File: src/rtl/step_sequencer.sv
// Pattern-driven step sequencer: fires one step every tick_period cycles and
// gates each sample-player voice for gate_len cycles per hit, with retrigger.
//
// state | meaning
// IDLE  | stopped; all outputs held at 0, pattern writes still accepted
// RUN   | stepping through the pattern, gating voices on hits

module step_sequencer #(
  parameter int NUM_VOICES = 4,
  parameter int NUM_STEPS  = 16,
  localparam int SW = (NUM_STEPS > 1) ? $clog2(NUM_STEPS) : 1
) (
  input  logic                  clk,
  input  logic                  rst_n,
  input  logic                  start,
  input  logic                  stop,
  input  logic [23:0]           tick_period,
  input  logic [15:0]           gate_len,
  input  logic                  pat_we,
  input  logic [SW-1:0]         pat_addr,
  input  logic [NUM_VOICES-1:0] pat_wdata,
  output logic [NUM_VOICES-1:0] voice_en,
  output logic [SW-1:0]         step_idx,
  output logic                  step_pulse,
  output logic                  running
);

  typedef enum logic {IDLE, RUN} state_t;

  state_t                  state_q, state_d;
  logic [SW-1:0]           step_idx_q, step_idx_d;
  logic                    step_pulse_q, step_pulse_d;
  logic                    running_q, running_d;
  logic [23:0]             tick_q, tick_d;
  logic [NUM_VOICES-1:0]   voice_q, voice_d;
  logic [NUM_VOICES-1:0]   pend_q, pend_d;
  logic [15:0]             gate_q [NUM_VOICES];
  logic [15:0]             gate_d [NUM_VOICES];
  logic [NUM_VOICES-1:0]   pat_q  [NUM_STEPS];

  logic [NUM_VOICES-1:0]   row;
  logic [23:0]             p_eff;
  logic [23:0]             rem;

  assign row   = pat_q[step_idx_q];
  assign p_eff = (tick_period == 24'd0) ? 24'd1 : tick_period;
  // Cycles left until the next fire; a fire cycle reloads from the live period.
  assign rem   = step_pulse_q ? p_eff : tick_q;

  always_comb begin
    state_d      = state_q;
    step_idx_d   = step_idx_q;
    step_pulse_d = 1'b0;
    tick_d       = tick_q;
    voice_d      = voice_q;
    pend_d       = pend_q;
    gate_d       = gate_q;

    case (state_q)
      IDLE: begin
        if (start && !stop) begin
          state_d      = RUN;
          step_pulse_d = 1'b1;
          step_idx_d   = '0;
          tick_d       = '0;
        end
      end
      RUN: begin
        if (stop) begin
          state_d    = IDLE;
          step_idx_d = '0;
          tick_d     = '0;
          voice_d    = '0;
          pend_d     = '0;
          for (int v = 0; v < NUM_VOICES; v++) gate_d[v] = '0;
        end else begin
          tick_d = rem - 24'd1;
          if (rem == 24'd1) begin
            step_pulse_d = 1'b1;
            step_idx_d   = (step_idx_q == SW'(NUM_STEPS - 1)) ? '0 : step_idx_q + SW'(1);
          end
          for (int v = 0; v < NUM_VOICES; v++) begin
            if (step_pulse_q && row[v]) begin
              // A hit on a voice already playing inserts a one-cycle low gap.
              if (gate_len == 16'd0) begin
                voice_d[v] = 1'b0;
                pend_d[v]  = 1'b0;
                gate_d[v]  = '0;
              end else begin
                voice_d[v] = !voice_q[v];
                pend_d[v]  = voice_q[v];
                gate_d[v]  = gate_len - 16'd1;
              end
            end else if (pend_q[v]) begin
              voice_d[v] = 1'b1;
              pend_d[v]  = 1'b0;
            end else if (voice_q[v]) begin
              if (gate_q[v] == 16'd0) voice_d[v] = 1'b0;
              else                    gate_d[v]  = gate_q[v] - 16'd1;
            end
          end
        end
      end
      default: state_d = IDLE;
    endcase
  end

  assign running_d = (state_d == RUN);

  always_ff @(posedge clk or negedge rst_n) begin
    if (!rst_n) begin
      state_q      <= IDLE;
      step_idx_q   <= '0;
      step_pulse_q <= 1'b0;
      running_q    <= 1'b0;
      tick_q       <= '0;
      voice_q      <= '0;
      pend_q       <= '0;
      for (int v = 0; v < NUM_VOICES; v++) gate_q[v] <= '0;
      for (int i = 0; i < NUM_STEPS; i++) pat_q[i] <= '0;
    end else begin
      state_q      <= state_d;
      step_idx_q   <= step_idx_d;
      step_pulse_q <= step_pulse_d;
      running_q    <= running_d;
      tick_q       <= tick_d;
      voice_q      <= voice_d;
      pend_q       <= pend_d;
      for (int v = 0; v < NUM_VOICES; v++) gate_q[v] <= gate_d[v];
      for (int i = 0; i < NUM_STEPS; i++) begin
        if (pat_we && pat_addr == SW'(i)) pat_q[i] <= pat_wdata;
      end
    end
  end

  assign voice_en   = voice_q;
  assign step_idx   = step_idx_q;
  assign step_pulse = step_pulse_q;
  assign running    = running_q;

endmodule

File: config.mk
export PLATFORM = sky130hd
export DESIGN_NAME = step_sequencer
export DESIGN_NICKNAME = d
export VERILOG_FILES = /design/src/rtl/step_sequencer.sv
export SDC_FILE = /design/constraint.sdc
export NUM_CORES = 1
export LEC_CHECK = 0
export CORE_MARGIN = 10
export CORE_UTILIZATION = 60
export CTS_BUF_LIST = sky130_fd_sc_hd__clkbuf_4
export DETAILED_ROUTE_END_ITERATION = 6
export PLACE_DENSITY_LB_ADDON = 0.05
export SETUP_SLACK_MARGIN = 0.02
export SLEW_MARGIN = 20
export SYNTH_ARGS = -nofsm -noshare
export SYNTH_HDL_FRONTEND = slang
export SYNTH_SLANG_ARGS = --single-unit
File: constraint.sdc
create_clock -name clk -period 7 [get_ports clk]
set_input_delay 0.7 -clock clk [delete_from_list [all_inputs] [get_ports clk]]
set_output_delay 0.7 -clock clk [all_outputs]
set_load 0.02 [all_outputs]
==> out/metrics.yaml, run 1 <==
status:
  status: "finished, final reports clean"
worst_hold_path:
  min_path_type: "primary input to async pin"
sta:
  setup_viol: 0
  slew_headroom: 0.330
  tightest_slew_ns: 1.00
  final.period_utilization: 0.511
  setup_tns_ns: 0
  fmax_ghz: 0.279
  period_needed_ns: 3.58
  rsz0062_at_grt: "false"
  hold_slack_ns: 0.0731
  drv_slew: 0
  hold_viol_final: 0
  clock_skew_ns: 0.0401
setup_path:
  worstPathRequired_ns: 7.48
  r2r_cells: 6
  r2r_setup_slack_ns: 3.42
  worstReg2RegStart: "step_idx[2]"
  worstReg2RegEnd: "gate_q[17]"
  setup.worst_path.start_class: "flop"
  cp.arrival_ns: 4.06
  crit_fanout: 25
  crit_type: "flop to flop"
  end_kind: "flop"
layout:
  area_growth_pct: 10.0
  fin_nets: 1158
  fill_cells: 1424
  drive_above_1_share: 0.153
clocking:
  clkTransAtPathRegs_ns: 0.19
  cts_tree: "done"
  cts_setup_buffers: 0
  cts_resized: 0
  h-tree-depth: 4
  cts-hold-fix-buffers: 0
  clk_latency_ns: 0.61
  cts_buffers: 17
  root_buffer: "clkbuf_4"
  cts_sinks: 166
  cts_max_path_buffers: 2
logic_synthesis:
  yosysTopAreaCellShare: 0.398
  synthTopCellsByArea: "dfrtp_1 40%, mux2_2 9.6%, mux2i_1 5.8%"
  synth.most_common_cell: "dfrtp_1"
  synth_nets: 1131
  yosys_warnings: 0
  yosysTopAreaCell: "dfrtp_1"
  ys_types: 79
  synth.avg_cell_area_um2: 9.74
  synthTopCellsByCount: "166 x dfrtp_1, 89 x mux2_2, 88 x nor2_1, 61 x mux2i_1, 59 x nand2_1"
  synth-async-reset-ratio: 1.00
  synth_edf_count: 0
  synth_area_um2: 10400
  synthCells: 1072
  ys_seq_area_frac: 0.398
  synth_flop_cell: "dfrtp_1"
  synth_seq_cells: 166
placement:
  portBuffers: 62
  dp_hpwl_um: 19300
  gp_congestion: 0.934
floorplan:
  num_rows: 48
  die_w_um: 152
  dieArea_um2: 23100
  initial_core_util: 0.608
  dieHeight_um: 152
  core_um2: 17200
  io_pins: 63
power_and_ir_drop:
  power_switching_mw: 1.14
  total_power_mw: 2.92
  p_comb_frac: 0.342
  p_seq_frac: 0.441
  irDropWorstVdd_uv: 133
  p_int_mw: 1.78
  pwr-share-clk: 0.217
  power_density_nw_per_um2: 254
  leakagePower_nw: 4.74
  p_sw_frac: 0.391
global_routing:
  grt_usage: 0.237
  grt_overflow: 0
  grt_start_max_net_pins: 89
  grt_antenna_before_repair: 1
  first_global_vias: 8470
  grt_pass1_wl_um: 45900
routing:
  wire_per_inst_um: 21.1
  wl_met3_um: 1700
  viasPerCell: 6.69
  drcViolationCount: 0
  topRoutingLayerUsed: "met4"
  wirelength_um: 28200
  firstDrtPassIters: 7
  met2_length_um: 12700
  vias: 8946
  ant_nets: 0
  drt_iter0_drc: 1003
  drt-met1-wl_um: 13500
job:
  cap_viol_max_count: 0
## flip-flops by register name, summed over array words and instances (netlist names)
signal,count
step_pulse,1
gate_q,64
step_idx,4
pend_q,4
pat_q,64
voice_en,4
running,1
tick_q,24
## stage by stage
stage	setup WS, ns	instance area [um2]	util	std cells
after floorplan	4.13	10400	-	1072
after global placement	3.31	11100	0.649	1305
after detailed placement	3.19	11100	0.649	1305
after CTS	3.43	11500	0.668	1337
after global routing	3.18	11500	0.669	1338
final	3.42	11500	0.669	1338
## per-layer routing
metal / GRT usage / vias to the layer above
li1: - / 4166
met1: 0.351 / 4441
met2: 0.352 / 314
met3: 0.0440 / 25
met4: 0.0518 / 0
met5: 0 / -
## cells by family after synthesis
kind of cell	share of synthesized area
xor gates and xnor gates	0.0176
adders and majority gates	0.00719
AOI/OAI and AO/OA	0.169
buffers and inverters	0.0376
and+or+nand+nor	0.193
muxes	0.178
DFF	0.398
## how the worst max path moves through the flow
| stage | from | endpoint | cells past startpoint |
|---|---|---|---|
| 2_1_floorplan | gate_len[2] | gate_q[26] | 8 |
| 3_3_place_gp | gate_len[2] | gate_q[25] | 7 |
| 3_5_place_dp | gate_len[2] | gate_q[25] | 7 |
| 4_1_cts | step_idx[2] | gate_q[17] | 6 |
| 5_1_grt | step_idx[2] | gate_q[17] | 6 |
| 6_report | step_idx[2] | gate_q[17] | 6 |
## final cells by class
type / count / area (um2) / share of cell area
Antenna cell: 1 / 2.50 / 0.000218
Tap cell: 225 / 282 / 0.0245
Clock buffer: 17 / 128 / 0.0111
Timing Repair Buffer: 72 / 697 / 0.0607
Multi-Input combinational cell: 812 / 5910 / 0.514
Inverter: 30 / 113 / 0.00980
Clock inverter: 15 / 201 / 0.0175
Sequential cell: 166 / 4160 / 0.362
## cells in the final DEF, fill, tap and decap left out, drive strengths merged, types with 12 or more instances in the layout
| master | count |
|---|---|
| nand2b | 12 |
| o31ai | 24 |
| nor2b | 12 |
| nor3 | 41 |
| o221ai | 13 |
| clkdlybuf4s50 | 61 |
| mux2 | 89 |
| dfrtp | 166 |
| xnor2 | 16 |
| or3 | 23 |
| o211ai | 12 |
| o21ai | 47 |
| or4 | 15 |
| nand3 | 35 |
| nand2 | 59 |
| a21oi | 21 |
| clkbuf | 17 |
| nor4 | 33 |
| nor2 | 89 |
| inv | 38 |
| o22ai | 32 |
| o2bb2ai | 13 |
| mux2i | 61 |
## worst max-delay path: stages, from the launching register on
cell     delay, ns
dfrtp_1       0.90
nor2b_1       0.53
a22oi_1       0.16
a41o_1        0.27
o21ba_2       0.71
a21oi_1       0.45
a221o_1       0.43
## power groups by stage
stage / registers, mW / logic [mW] / clock network [mW]
2_1_floorplan: 1.26 / 0.748 / 0
3_3_place_gp: 1.29 / 0.966 / 0
3_5_place_dp: 1.30 / 0.980 / 0
4_1_cts: 1.28 / 0.988 / 0.647
5_1_grt: 1.31 / 1.11 / 0.687
6_report: 1.29 / 1.00 / 0.634
Note: power is estimated with default switching activity, not from simulation.
==> run 2: changes to the inputs <==
--- a/config.mk
+++ b/config.mk
@@ -6,7 +6,7 @@
 export NUM_CORES = 1
 export LEC_CHECK = 0
 export CORE_MARGIN = 10
-export CORE_UTILIZATION = 60
+export CORE_UTILIZATION = 56
 export CTS_BUF_LIST = sky130_fd_sc_hd__clkbuf_4
 export DETAILED_ROUTE_END_ITERATION = 6
 export PLACE_DENSITY_LB_ADDON = 0.05
==> constraint.sdc (replaced) <==
create_clock -name clk -period 3.2 [get_ports clk]
set_input_delay 0.32 -clock clk [delete_from_list [all_inputs] [get_ports clk]]
set_output_delay 0.32 -clock clk [all_outputs]
set_load 0.02 [all_outputs]
==> run 2 against run 1 <==
Clock power increased by 110%. Die area increased by 6.2%. First-iteration DRC count is 28% lower. Worst hold slack better by 0.17 ns. Sequential share of layout area shrank 1.0 points. Worst setup slack worse by 3.2 ns. Via count is 1.5% higher. Largest cell class unchanged. Global-route usage grew 0.11 points. Combinational power increased by 130%. Clock-buffer cell count is 1 higher. Total power increased by 120%.
==> out/metrics.yaml, run 2 (same netlist as run 1, synthesis figures left out) <==
layout:
  area_growth_pct: 13.2
  drive_above_1_share: 0.186
  largestRegisters: "gate_q: 64 flops, pat_q: 64 flops, tick_q: 24 flops"
  fin_nets: 1203
  final_common_cell: "dfrtp_1"
  post-route-cell-area_um2: 11800
  final_util: 0.651
  most-common-layout-cells: "165 x dfrtp_1, 89 x mux2_2, 87 x nor2_1"
power_and_ir_drop:
  pwr-share-clk: 0.203
  p_int_mw: 3.95
  irDropWorstVdd_uv: 340
  total_power_mw: 6.38
  leakagePower_nw: 4.95
  p_sw_frac: 0.381
  p_comb_frac: 0.355
  power_density_nw_per_um2: 540
  power_switching_mw: 2.43
  p_seq_frac: 0.442
global_routing:
  grt_usage: 0.239
  grt_pass1_wl_um: 47100
  first_global_vias: 8511
  grt_antenna_before_repair: 1
  grt_start_max_net_pins: 63
  grt_overflow: 0
sta:
  slew_headroom: 0.400
  period_needed_ns: 2.94
  tightest_slew_ns: 0.899
  clock_skew_ns: 0.0257
  hold_viol_final: 0
  drv_slew: 0
  setup_viol: 0
  rsz0062_at_grt: "false"
  fmax_ghz: 0.340
  worst_slack_ns: 0.257
  final.period_utilization: 0.920
  setup_tns_ns: 0
clocking:
  cts_setup_buffers: 0
  h-tree-depth: 4
  cts_tree: "done"
  clkTransAtPathRegs_ns: 0.15
  clk_latency_ns: 0.59
  cts_resized: 0
  cts_buffers: 17
  cts_max_path_buffers: 2
  cts_sinks: 166
  root_buffer: "clkbuf_4"
setup_path:
  path_cells: "inv_1, ha_1, or4b_1, or4_1, o21ai_2, buf_4, nor4_1, and4_1, a2111oi_1"
  crit_fanout: 7
  crit_type: "flop to flop"
  worstPathRequired_ns: 3.68
  cp_top_family: "simple AND/OR/NAND/NOR gates"
  r2r_setup_slack_ns: 0.26
  cp.arrival_ns: 3.42
  slowest_stage: "or4_1"
  end_kind: "flop"
  cp_num_buf_inv: 2
  cpPeakStageDelay_ns: 0.61
  setup.worst_path.start_class: "flop"
routing:
  firstDrtPassIters: 6
  wirelength_um: 28800
  drcViolationCount: 0
  wire_per_inst_um: 20.7
  viasPerCell: 6.55
  vias: 9082
  ant_nets: 0
  drt_iter0_drc: 727
floorplan:
  dieHeight_um: 157
  die_w_um: 157
  dieArea_um2: 24500
  io_pins: 63
  num_rows: 49
  core_um2: 18100
  initial_core_util: 0.575
placement:
  portBuffers: 62
  place_area_um2: 11500
  gp_congestion: 0.930
  place_ws_ns: 0.243
  dp_hpwl_um: 20500
worst_hold_path:
  min_path_type: "primary input to async pin"
status:
  status: "finished, final reports clean"
job:
  cap_viol_max_count: 0
run 2: power by group through the flow:
| stage | Clock, mW | Sequential [mW] | Combinational, mW |
|---|---|---|---|
| after floorplan | 0 | 2.75 | 1.64 |
| after global placement | 0 | 2.83 | 2.20 |
| after detailed placement | 0 | 2.85 | 2.23 |
| after CTS | 1.33 | 2.81 | 2.25 |
| after global routing | 1.42 | 2.87 | 2.50 |
| final | 1.30 | 2.82 | 2.26 |
run 2: layout make-up:
class | instances | area [um2]
diodes | 1 | 2.50
clock buffers | 18 | 135
clock inverters | 14 | 159
fillers | 1546 | 6330
inverters | 30 | 113
multi-input cells | 812 | 5900
flip-flops and latches | 166 | 4160
well taps | 229 | 287
repair buffers | 117 | 1060
run 2: timing repair:
action	in CTS	in global routing
endpoints found under the setup margin	0	1
endpoints found under the hold margin	59	0
hold buffers	1	0
run 2: worst paths after layout:
kind                                  from    endpoint  cells past startpoint
setup / recovery                 gate_q[0]   gate_q[5]                      9
hold / removal                       rst_n   tick_q[7]                      2
setup reg to reg                 gate_q[0]   gate_q[5]                      9
hold reg to reg                   pat_q[7]    pat_q[7]                      1
max in group asynchronous            rst_n  gate_q[17]                      3
min in group clk           tick_period[14]  tick_q[14]                      3
run 2: worst reg2reg max path, delay by kind of cell, from the launching register on:
kind | cells | cell delay (ns)
DFF | 1 | 0.44
AOI/OAI and AO/OA | 2 | 0.55
and+or+nand+nor | 4 | 1.38
buffers and inverters | 2 | 0.28
adders and majority gates | 1 | 0.18
run 2: stage by stage:
stage	hold slack (ns)	cells
after floorplan	0.0244	1072
after global placement	0.342	1353
after detailed placement	0.346	1353
after CTS	0.245	1386
after global routing	0.263	1387
final	0.244	1387
run 2: per-layer routing:
layer  up-vias  global-route usage  share of wire
met1      4514               0.347           0.47
met3        25              0.0444          0.062
met5         -                   0              0
met4         0              0.0503          0.011
met2       285               0.363           0.46
li1       4258                   -              -
==> run 3: changes to the inputs <==
--- a/config.mk
+++ b/config.mk
@@ -5,6 +5,7 @@
 export SDC_FILE = /design/constraint.sdc
 export NUM_CORES = 1
 export LEC_CHECK = 0
+export CAP_MARGIN = 20
 export CORE_MARGIN = 10
 export CORE_UTILIZATION = 56
 export CTS_BUF_LIST = sky130_fd_sc_hd__clkbuf_4
==> constraint.sdc (replaced) <==
create_clock -name clk -period 3.2 [get_ports clk]
set_input_delay 0.64 -clock clk [delete_from_list [all_inputs] [get_ports clk]]
set_output_delay 0.64 -clock clk [all_outputs]
set_load 0.02 [all_outputs]
==> run 3 against run 2 <==
First-iteration DRC count up 11%. Design area is 1.0% higher. Cell count is 0.58% higher. Combinational power is essentially flat. Register-to-register slack lost 0.05 ns. Routed wire length increased by 1.9%. Sequential share of layout area shrank 0.35 points. Total power up 1.2%. Global-route usage rose by 0.35 points. Clock power increased by 3%. Sequential cell count unchanged. Via count rose by 0.58%. Critical path type unchanged. Highest routed layer unchanged.
==> out/metrics.yaml, run 3 (same netlist as run 1, synthesis figures left out) <==
layout:
  most-common-layout-cells: "165 x dfrtp_1, 89 x mux2_2, 87 x nor2_1"
  drive_above_1_share: 0.193
  post-route-cell-area_um2: 11900
  final_common_cell: "dfrtp_1"
  fin_nets: 1211
  register_area_um2: 4160
  fill_cells: 1509
  multi_input_comb_area_um2: 5910
  area_growth_pct: 14.3
  largestRegisters: "gate_q: 64 flops, pat_q: 64 flops, tick_q: 24 flops"
routing:
  firstDrtPassIters: 6
  viasPerCell: 6.55
  wire_per_inst_um: 21.0
  vias: 9135
  ant_nets: 0
  wirelength_um: 29300
  drcViolationCount: 0
  drt_iter0_drc: 804
status:
  status: "finished, final reports clean"
sta:
  period_needed_ns: 2.99
  worst_slack_ns: 0.210
  tightest_slew_ns: 0.872
  setup_tns_ns: 0
  setup_viol: 0
  slew_headroom: 0.417
  drv_slew: 0
  final.period_utilization: 0.935
  hold_viol_final: 0
  fmax_ghz: 0.334
  rsz0062_at_grt: "false"
  clock_skew_ns: 0.0362
setup_path:
  cp.arrival_ns: 3.46
  worstPathRequired_ns: 3.67
  crit_type: "flop to flop"
  end_kind: "flop"
  cp_num_buf_inv: 1
  setup.worst_path.start_class: "flop"
  path_cells: "inv_1, ha_1, or4b_2, nand4bb_1, o21ai_0, a21oi_2, a221o_1"
  cp.depth: 7
  crit_fanout: 10
  r2r_cells: 7
  slowest_stage: "or4b_2"
  cpPeakStageDelay_ns: 0.67
  cp_top_family: "compound AO/OA/AOI/OAI gates"
clocking:
  clkTransAtPathRegs_ns: 0.18
  cts_setup_buffers: 0
  root_buffer: "clkbuf_4"
  clk_latency_ns: 0.60
  cts_max_path_buffers: 2
  cts_buffers: 17
  cts_tree: "done"
  cts_sinks: 166
  h-tree-depth: 4
global_routing:
  grt_usage: 0.242
  grt_pass1_wl_um: 47900
  first_global_vias: 8897
  grt_start_max_net_pins: 62
  grt_overflow: 0
  grt_antenna_before_repair: 1
power_and_ir_drop:
  leakagePower_nw: 5.01
  power_density_nw_per_um2: 541
  irDropWorstVdd_uv: 393
  total_power_mw: 6.46
floorplan:
  io_pins: 63
  num_rows: 49
  die_w_um: 157
  dieArea_um2: 24500
  dieHeight_um: 157
  core_um2: 18100
  initial_core_util: 0.575
placement:
  place_ws_ns: -0.0137
  dp_hpwl_um: 21000
  place_area_um2: 11600
  portBuffers: 62
  gp_congestion: 0.955
worst_hold_path:
  min_path_type: "primary input to async pin"
job:
  cap_viol_max_count: 0
run 3: through the flow:
step,hold WS [ns],instances,utilization
3_5_place_dp,0.487,1362,0.639
4_1_cts,0.0137,1394,0.657
5_1_grt,0.0158,1395,0.658
6_report,0.0216,1395,0.658
3_3_place_gp,0.481,1362,0.639
2_1_floorplan,0.344,1072,-
run 3: layout make-up:
type | instances | area share
clock inverters | 15 | 0.0167
flip-flops and latches | 166 | 0.348
multi-input cells | 812 | 0.495
clock buffers | 17 | 0.0107
diodes | 1 | 0.000210
repair buffers | 125 | 0.0959
well taps | 229 | 0.0240
inverters | 30 | 0.00943
run 3: routing by layer:
metal	vias up	GRT usage	wire [um]
met2	279	0.365	13200
met4	0	0.0715	676
met3	55	0.0439	1680
met1	4529	0.347	13700
li1	4272	-	-
met5	-	0	0
run 3: timing repair:
item | CTS | global route
setup endpoints to repair | 0 | 4
gates resized for setup | 0 | 1
hold buffers | 0 | 0
run 3: worst paths after layout:
check                      slack [ns]          to       start
max                              0.21  gate_q[17]  gate_q[16]
min                              0.02   tick_q[4]       rst_n
max reg2reg                      0.21  gate_q[17]  gate_q[16]
min reg2reg                      0.52  gate_q[15]  gate_q[15]
max in group asynchronous        2.37  gate_q[59]       rst_n
min in group clk                 0.52  gate_q[15]  gate_q[15]
run 3: power breakdown:
group / switching [mW] / internal (mW) / leakage, nW / total (mW)
sequential: 0.348 / 2.47 / 2.16 / 2.82
clock: 0.955 / 0.390 / 0.170 / 1.34
combinational: 1.24 / 1.05 / 2.68 / 2.29
total: 2.54 / 3.91 / 5.01 / 6.46
